**config.mk**
```make
export PLATFORM = sky130hd
export DESIGN_NAME = rs_bank_flat
export DESIGN_NICKNAME = d
export VERILOG_FILES = /design/src/rtl/rs_bank_if.sv /design/src/rtl/rs_bank.sv /design/src/flat_wrapper.sv
export SDC_FILE = /design/constraint.sdc
export NUM_CORES = 1
export LEC_CHECK = 0
export BUFFER_PORTS_ARGS = -buffer_cell sky130_fd_sc_hd__buf_2
export CAP_MARGIN = 20
export CORE_MARGIN = 2
export CORE_UTILIZATION = 40
export CTS_CLUSTER_SIZE = 14
export DETAILED_ROUTE_END_ITERATION = 16
export SYNTH_ARGS = -nofsm -noshare
export SYNTH_HDL_FRONTEND = slang
export SYNTH_SLANG_ARGS = --single-unit
```
**constraint.sdc**
```tcl
create_clock -name clk -period 6.9 [get_ports clk]
set_input_delay 0.69 -clock clk [delete_from_list [all_inputs] [get_ports clk]]
set_output_delay 0.69 -clock clk [all_outputs]
set_load 0.01 [all_outputs]
```
**src/rtl/rs_bank_if.sv**
```systemverilog
// Reservation-station bank bus: issue, CDB, dispatch and completion.
// The station side uses the slave modport; the producer/FU side uses master.
interface rs_bank_if #(
  parameter int XLEN  = 32,
  parameter int TAG_W = 4,
  parameter int OP_W  = 3
);
  logic             issue_valid;
  logic             issue_ready;
  logic [OP_W-1:0]  issue_op;
  logic [XLEN-1:0]  issue_vj;
  logic [XLEN-1:0]  issue_vk;
  logic [TAG_W-1:0] issue_qj;
  logic [TAG_W-1:0] issue_qk;
  logic [TAG_W-1:0] issue_tag;
  logic             cdb_valid;
  logic [TAG_W-1:0] cdb_tag;
  logic [XLEN-1:0]  cdb_data;
  logic             disp_valid;
  logic             disp_ready;
  logic [OP_W-1:0]  disp_op;
  logic [XLEN-1:0]  disp_vj;
  logic [XLEN-1:0]  disp_vk;
  logic [TAG_W-1:0] disp_tag;
  logic             done_valid;
  logic [TAG_W-1:0] done_tag;

  modport master (
    output issue_valid, issue_op, issue_vj, issue_vk,
    output issue_qj, issue_qk, issue_tag,
    output cdb_valid, cdb_tag, cdb_data, disp_ready,
    input  issue_ready, disp_valid, disp_op, disp_vj,
    input  disp_vk, disp_tag, done_valid, done_tag
  );

  modport slave (
    input  issue_valid, issue_op, issue_vj, issue_vk,
    input  issue_qj, issue_qk, issue_tag,
    input  cdb_valid, cdb_tag, cdb_data, disp_ready,
    output issue_ready, disp_valid, disp_op, disp_vj,
    output disp_vk, disp_tag, done_valid, done_tag
  );
endinterface

```
**src/rtl/rs_bank.sv**
```systemverilog
// Tomasulo reservation-station bank: issue with CDB bypass, operand
// capture, lowest-index dispatch, fixed-latency execute and completion.
module rs_bank #(
  parameter int ENTRIES = 4,
  parameter int XLEN    = 32,
  parameter int TAG_W   = 4,
  parameter int OP_W    = 3,
  parameter int EXE_LAT = 3
) (
  input  logic        clk,
  input  logic        rst_n,
  input  logic        flush,
  rs_bank_if.slave    io,
  output logic [4:0]  busy_cnt
);

  localparam int IW = (ENTRIES > 1) ? $clog2(ENTRIES) : 1;

  typedef enum logic [1:0] {
    S_FREE, S_WAIT, S_READY, S_EXEC
  } st_e;

  typedef struct packed {
    st_e              st;
    logic [OP_W-1:0]  op;
    logic [XLEN-1:0]  vj;
    logic [XLEN-1:0]  vk;
    logic [TAG_W-1:0] qj;
    logic [TAG_W-1:0] qk;
    logic [TAG_W-1:0] tag;
    logic [3:0]       tmr;
  } ent_t;

  ent_t ent_q [ENTRIES];
  ent_t ent_d [ENTRIES];
  ent_t new_ent;

  logic          free_hit, rdy_hit, done_hit;
  logic [IW-1:0] free_idx, rdy_idx, done_idx;
  logic [4:0]    cnt;
  logic          cdb_hit, iss_fire, disp_fire;

  // Priority scans: lowest index wins, so iterate high to low
  always_comb begin
    free_hit = 1'b0;
    rdy_hit  = 1'b0;
    done_hit = 1'b0;
    free_idx = '0;
    rdy_idx  = '0;
    done_idx = '0;
    cnt      = '0;
    for (int i = ENTRIES - 1; i >= 0; i--) begin
      if (ent_q[i].st == S_FREE) begin
        free_hit = 1'b1;
        free_idx = IW'(i);
      end
      if (ent_q[i].st == S_READY) begin
        rdy_hit = 1'b1;
        rdy_idx = IW'(i);
      end
      if (ent_q[i].st == S_EXEC && ent_q[i].tmr == '0) begin
        done_hit = 1'b1;
        done_idx = IW'(i);
      end
    end
    for (int i = 0; i < ENTRIES; i++) begin
      if (ent_q[i].st != S_FREE) cnt = cnt + 5'd1;
    end
  end

  assign busy_cnt       = cnt;
  assign io.issue_ready = free_hit;
  assign io.disp_valid  = rdy_hit;
  assign io.disp_op     = rdy_hit ? ent_q[rdy_idx].op  : '0;
  assign io.disp_vj     = rdy_hit ? ent_q[rdy_idx].vj  : '0;
  assign io.disp_vk     = rdy_hit ? ent_q[rdy_idx].vk  : '0;
  assign io.disp_tag    = rdy_hit ? ent_q[rdy_idx].tag : '0;
  assign io.done_valid  = done_hit && !flush;
  assign io.done_tag    = io.done_valid ? ent_q[done_idx].tag : '0;

  assign cdb_hit   = io.cdb_valid && (io.cdb_tag != '0);
  assign iss_fire  = io.issue_valid && free_hit && !flush;
  assign disp_fire = rdy_hit && io.disp_ready;

  // Incoming instruction with same-cycle CDB bypass on both operands
  always_comb begin
    new_ent     = '0;
    new_ent.op  = io.issue_op;
    new_ent.tag = io.issue_tag;
    new_ent.vj  = io.issue_vj;
    new_ent.vk  = io.issue_vk;
    new_ent.qj  = io.issue_qj;
    new_ent.qk  = io.issue_qk;
    if (cdb_hit && io.issue_qj == io.cdb_tag) begin
      new_ent.vj = io.cdb_data;
      new_ent.qj = '0;
    end
    if (cdb_hit && io.issue_qk == io.cdb_tag) begin
      new_ent.vk = io.cdb_data;
      new_ent.qk = '0;
    end
    new_ent.st = (new_ent.qj == '0 && new_ent.qk == '0) ? S_READY : S_WAIT;
  end

  always_comb begin
    for (int i = 0; i < ENTRIES; i++) begin
      ent_d[i] = ent_q[i];
      if (flush) begin
        ent_d[i].st = S_FREE;
      end else begin
        unique case (ent_q[i].st)
          S_FREE: begin
            if (iss_fire && free_idx == IW'(i)) ent_d[i] = new_ent;
          end
          S_WAIT: begin
            if (cdb_hit && ent_q[i].qj == io.cdb_tag) begin
              ent_d[i].vj = io.cdb_data;
              ent_d[i].qj = '0;
            end
            if (cdb_hit && ent_q[i].qk == io.cdb_tag) begin
              ent_d[i].vk = io.cdb_data;
              ent_d[i].qk = '0;
            end
            if (ent_d[i].qj == '0 && ent_d[i].qk == '0)
              ent_d[i].st = S_READY;
          end
          S_READY: begin
            if (disp_fire && rdy_idx == IW'(i)) begin
              ent_d[i].st  = S_EXEC;
              ent_d[i].tmr = 4'(EXE_LAT - 1);
            end
          end
          S_EXEC: begin
            // A finished entry parks at zero until it wins the done port
            if (ent_q[i].tmr != '0)
              ent_d[i].tmr = ent_q[i].tmr - 4'd1;
            else if (done_hit && done_idx == IW'(i))
              ent_d[i].st = S_FREE;
          end
          default: ;
        endcase
      end
    end
  end

  always_ff @(posedge clk or negedge rst_n) begin
    if (!rst_n) begin
      for (int i = 0; i < ENTRIES; i++) ent_q[i] <= '0;
    end else begin
      for (int i = 0; i < ENTRIES; i++) ent_q[i] <= ent_d[i];
    end
  end

endmodule
```
**src/flat_wrapper.sv**
```systemverilog
// flat-port wrapper written by rule: the top's interface ports become plain ports
module rs_bank_flat 
#(
  parameter int ENTRIES = 4,
  parameter int XLEN    = 32,
  parameter int TAG_W   = 4,
  parameter int OP_W    = 3,
  parameter int EXE_LAT = 3
)
  (clk, rst_n, flush, busy_cnt, io_issue_valid, io_issue_op, io_issue_vj, io_issue_vk, io_issue_qj, io_issue_qk, io_issue_tag, io_cdb_valid, io_cdb_tag, io_cdb_data, io_disp_ready, io_issue_ready, io_disp_valid, io_disp_op, io_disp_vj, io_disp_vk, io_disp_tag, io_done_valid, io_done_tag);
  rs_bank_if #(.XLEN(XLEN), .TAG_W(TAG_W), .OP_W(OP_W)) io_i ();
  input  logic clk;
  input  logic rst_n;
  input  logic flush;
  output logic [4:0] busy_cnt;
  input wire logic [$bits(io_i.issue_valid)-1:0] io_issue_valid;
  input wire logic [$bits(io_i.issue_op)-1:0] io_issue_op;
  input wire logic [$bits(io_i.issue_vj)-1:0] io_issue_vj;
  input wire logic [$bits(io_i.issue_vk)-1:0] io_issue_vk;
  input wire logic [$bits(io_i.issue_qj)-1:0] io_issue_qj;
  input wire logic [$bits(io_i.issue_qk)-1:0] io_issue_qk;
  input wire logic [$bits(io_i.issue_tag)-1:0] io_issue_tag;
  input wire logic [$bits(io_i.cdb_valid)-1:0] io_cdb_valid;
  input wire logic [$bits(io_i.cdb_tag)-1:0] io_cdb_tag;
  input wire logic [$bits(io_i.cdb_data)-1:0] io_cdb_data;
  input wire logic [$bits(io_i.disp_ready)-1:0] io_disp_ready;
  output wire logic [$bits(io_i.issue_ready)-1:0] io_issue_ready;
  output wire logic [$bits(io_i.disp_valid)-1:0] io_disp_valid;
  output wire logic [$bits(io_i.disp_op)-1:0] io_disp_op;
  output wire logic [$bits(io_i.disp_vj)-1:0] io_disp_vj;
  output wire logic [$bits(io_i.disp_vk)-1:0] io_disp_vk;
  output wire logic [$bits(io_i.disp_tag)-1:0] io_disp_tag;
  output wire logic [$bits(io_i.done_valid)-1:0] io_done_valid;
  output wire logic [$bits(io_i.done_tag)-1:0] io_done_tag;
  assign io_i.issue_valid = io_issue_valid;
  assign io_i.issue_op = io_issue_op;
  assign io_i.issue_vj = io_issue_vj;
  assign io_i.issue_vk = io_issue_vk;
  assign io_i.issue_qj = io_issue_qj;
  assign io_i.issue_qk = io_issue_qk;
  assign io_i.issue_tag = io_issue_tag;
  assign io_i.cdb_valid = io_cdb_valid;
  assign io_i.cdb_tag = io_cdb_tag;
  assign io_i.cdb_data = io_cdb_data;
  assign io_i.disp_ready = io_disp_ready;
  assign io_issue_ready = io_i.issue_ready;
  assign io_disp_valid = io_i.disp_valid;
  assign io_disp_op = io_i.disp_op;
  assign io_disp_vj = io_i.disp_vj;
  assign io_disp_vk = io_i.disp_vk;
  assign io_disp_tag = io_i.disp_tag;
  assign io_done_valid = io_i.done_valid;
  assign io_done_tag = io_i.done_tag;
  rs_bank #(.ENTRIES(ENTRIES), .XLEN(XLEN), .TAG_W(TAG_W), .OP_W(OP_W), .EXE_LAT(EXE_LAT)) u_core (.clk(clk), .rst_n(rst_n), .flush(flush), .io(io_i), .busy_cnt(busy_cnt));
endmodule
```
==> results.sh <==
export IMPL_placed_cells=2850
export IMPL_clk_pin_slew_worst_paths_ns=0.06
export IMPL_cts_sinks=340
export IMPL_num_vias=19900
export IMPL_rsz0062_at_grt="no"
export IMPL_clk_latency_ns=0.58
export IMPL_grt_use_total=0.303
export IMPL_numCtsBuffers=39
export IMPL_cts_hold_buffers=0
export IMPL_crit_required_ns=6.21
export IMPL_drt_wl_total_um=77400
export IMPL_power_switching_mw=4.04
export IMPL_worstSetupPathType="reg -> out"
export IMPL_p_seq_frac=0.371
export IMPL_first_pass_iters=9
export IMPL_min_path_type="in -> async"
export IMPL_die_w_um=223
export IMPL_slew_headroom=0.303
export IMPL_skew_ns=0.0366
export IMPL_critPathLaunchType="register"
export IMPL_path_max_fanout=47
export IMPL_clock_path_buffers=3
export IMPL_synth_area_um2=19100
export IMPL_yosysSeqAreaShare=0.445
export IMPL_async_flop_share=1.00
export IMPL_power_leakage_nw=8.93
export IMPL_synth_top_family_by_area="compound AO/OA/AOI/OAI gates"
export IMPL_slew_violations=0
export IMPL_largestRegisters="u_core.ent_q x340"
export IMPL_comb_power_share=0.412
export IMPL_synth_ff_type="dfrtp_1"
export IMPL_endpoint_kind="output pin"
export IMPL_fin_tns_setup_ns=0
export IMPL_via_per_inst=6.80
export IMPL_pin_count=204
export IMPL_swShare=0.425
export IMPL_routabilityCongestion=0.847
export IMPL_post_place_ws_ns=2.70
export IMPL_grt_pass1_vias=19000
export IMPL_synth_xor_area_frac=0.0197
export IMPL_start_util=0.403
export IMPL_ant_nets=0
export IMPL_internal_power_mw=5.46
export IMPL_core_area_um2=47400
export IMPL_power_density_nw_per_um2=434
export IMPL_dieArea_um2=49600
export IMPL_nets=2422
export IMPL_tritoncts="done"
export IMPL_largest_register_ffs=340
export IMPL_wl_per_cell_um=26.5
export IMPL_finalSetupViolations=0
export IMPL_clockPowerShare=0.217
export IMPL_layout_commonest_cell="dfrtp_1"
export IMPL_postCtsSetupRepairBufs=0
export IMPL_hold_violations=0
export IMPL_n_fill_cell=4596
export IMPL_grt_overflow=0
export IMPL_fin_crit_sh=0.663
export IMPL_finalCriticalPeriod_ns=4.58
export IMPL_top_register="u_core.ent_q"
export IMPL_drtIter0Drc=2765
export IMPL_ir_worst_vdd_mv=0.303
export IMPL_final_cells=2921
export IMPL_synth_compound_area_share=0.349
export IMPL_r2r_start="u_core.ent_q[338]"
export IMPL_synth_area_mux_share=0.0116
export IMPL_antenna_found_initial=2
export IMPL_area_delta_synth_final_pct=14.4
export IMPL_final_cell_mix="dfrtp_1 (340), a21oi_1 (330), o21ai_0 (277)"
export IMPL_crit_start="u_core.ent_q[253]"
export IMPL_max_clock_freq_ghz=0.218
export IMPL_die_y_um=223
export IMPL_synth_distinct_cells=61
export IMPL_arrival_ns=3.89
export IMPL_synth_edf_count=0
export IMPL_route_detailed_drc=0
export IMPL_cts_root_buf="clkbuf_16"
export IMPL_yosys_warnings=0
export IMPL_synth_adder_area_share=0.0157
export IMPL_status="finished, final reports clean"
export IMPL_maxCapViolations=0
export IMPL_dp_hpwl_um=44300
export IMPL_synth_simple_gate_area_share=0.109
export IMPL_final_layout_size_suffix_gt1_frac=0.155
export IMPL_cts_resized=0
export IMPL_rows=80
export IMPL_h_tree_depth=2
export IMPL_worst_pin_slew_ns=1.04
export IMPL_grt_first_pass_wirelength_um=117000
export IMPL_setup_ws_ns=2.32
export IMPL_yosys_register_bits=340
export IMPL_portBuffers=201
export IMPL_avgSynthCellArea_um2=8.67
export IMPL_grt_max_degree=146
export IMPL_syn_inst=2204
==> cell type report <==
type	count	area (um2)	area share
antenna	2	5.00	0.000229
clock buffer	56	1090	0.0498
clock inverter	12	133	0.00607
inverter	31	116	0.00532
multi-input combinational	1622	9890	0.452
sequential	340	8510	0.389
tap	615	769	0.0352
timing repair buffer	243	1350	0.0618
==> Yosys cell counts (all sizes together), types with 4 or more instances <==
cell / count / share of area
a21boi: 65 / 0.026
a21oi: 332 / 0.087
a222oi: 68 / 0.036
a311oi: 6 / 0.0027
a31oi: 263 / 0.086
a32o: 32 / 0.017
and2: 8 / 0.0026
and3: 68 / 0.022
and4bb: 4 / 0.0028
buf: 32 / 0.0084
clkbuf: 180 / 0.035
dfrtp: 340 / 0.45
ha: 24 / 0.016
inv: 31 / 0.0061
mux2: 17 / 0.010
nand2: 264 / 0.052
nand2b: 6 / 0.0020
nand3: 5 / 0.0013
nand4: 13 / 0.0043
nor2: 21 / 0.0041
nor2b: 5 / 0.0016
nor3: 17 / 0.0045
nor4: 8 / 0.0033
o21ai: 285 / 0.075
o221ai: 4 / 0.0018
o22ai: 12 / 0.0039
o2bb2ai: 5 / 0.0023
o41a: 9 / 0.0053
xnor2: 35 / 0.016
xor2: 8 / 0.0037
==> metrics by stage <==
step	instance area, um2	power, mW	utilization	hold slack [ns]
after floorplan	19100	5.86	-	0.394
after global placement	20600	7.24	0.434	0.460
after detailed placement	20600	7.35	0.435	0.465
after CTS	21900	9.41	0.461	0.276
after global routing	21900	10.0	0.461	0.287
final	21900	9.50	0.461	0.195
==> power by group through the flow <==
stage,Sequential (mW),Clock [mW],Combinational (mW)
floorplan,3.34,0,2.51
global placement,3.48,0,3.76
detailed placement,3.51,0,3.85
CTS,3.49,2.08,3.85
global route,3.61,2.15,4.25
finish,3.52,2.06,3.92
==> logic make-up after synthesis <==
kind of cell,Yosys count
xor gates and xnor gates,43
muxes,20
AOI/OAI and AO/OA,1097
and+or+nand+nor,436
DFF,340
adders and majority gates,24
other,1
buffers and inverters,243
==> layer usage <==
| metal | global-route usage | share of wire |
|---|---|---|
| met3 | 0.0643 | 0.11 |
| met2 | 0.473 | 0.45 |
| met1 | 0.415 | 0.40 |
| met4 | 0.112 | 0.034 |
| met5 | 0 | 0 |
==> worst max-delay path: stages (launching register included) <==
cell	delay (ns)
dfrtp_1	0.41
inv_1	0.09
ha_1	0.48
nor2b_4	0.70
buf_4	0.71
a222oi_1	0.25
a21oi_1	0.44
buf_2	0.22
==> worst paths after layout <==
kind,to,slack (ns),cells past startpoint
max,io_disp_vj[1],2.32,7
min,u_core.ent_q[300],0.19,1
max reg2reg,u_core.ent_q[69],3.02,8
min reg2reg,u_core.ent_q[251],0.48,2
max in group asynchronous,u_core.ent_q[267],5.06,2
min in group clk,u_core.ent_q[174],0.38,3
Note: power is estimated with default switching activity, not from simulation.
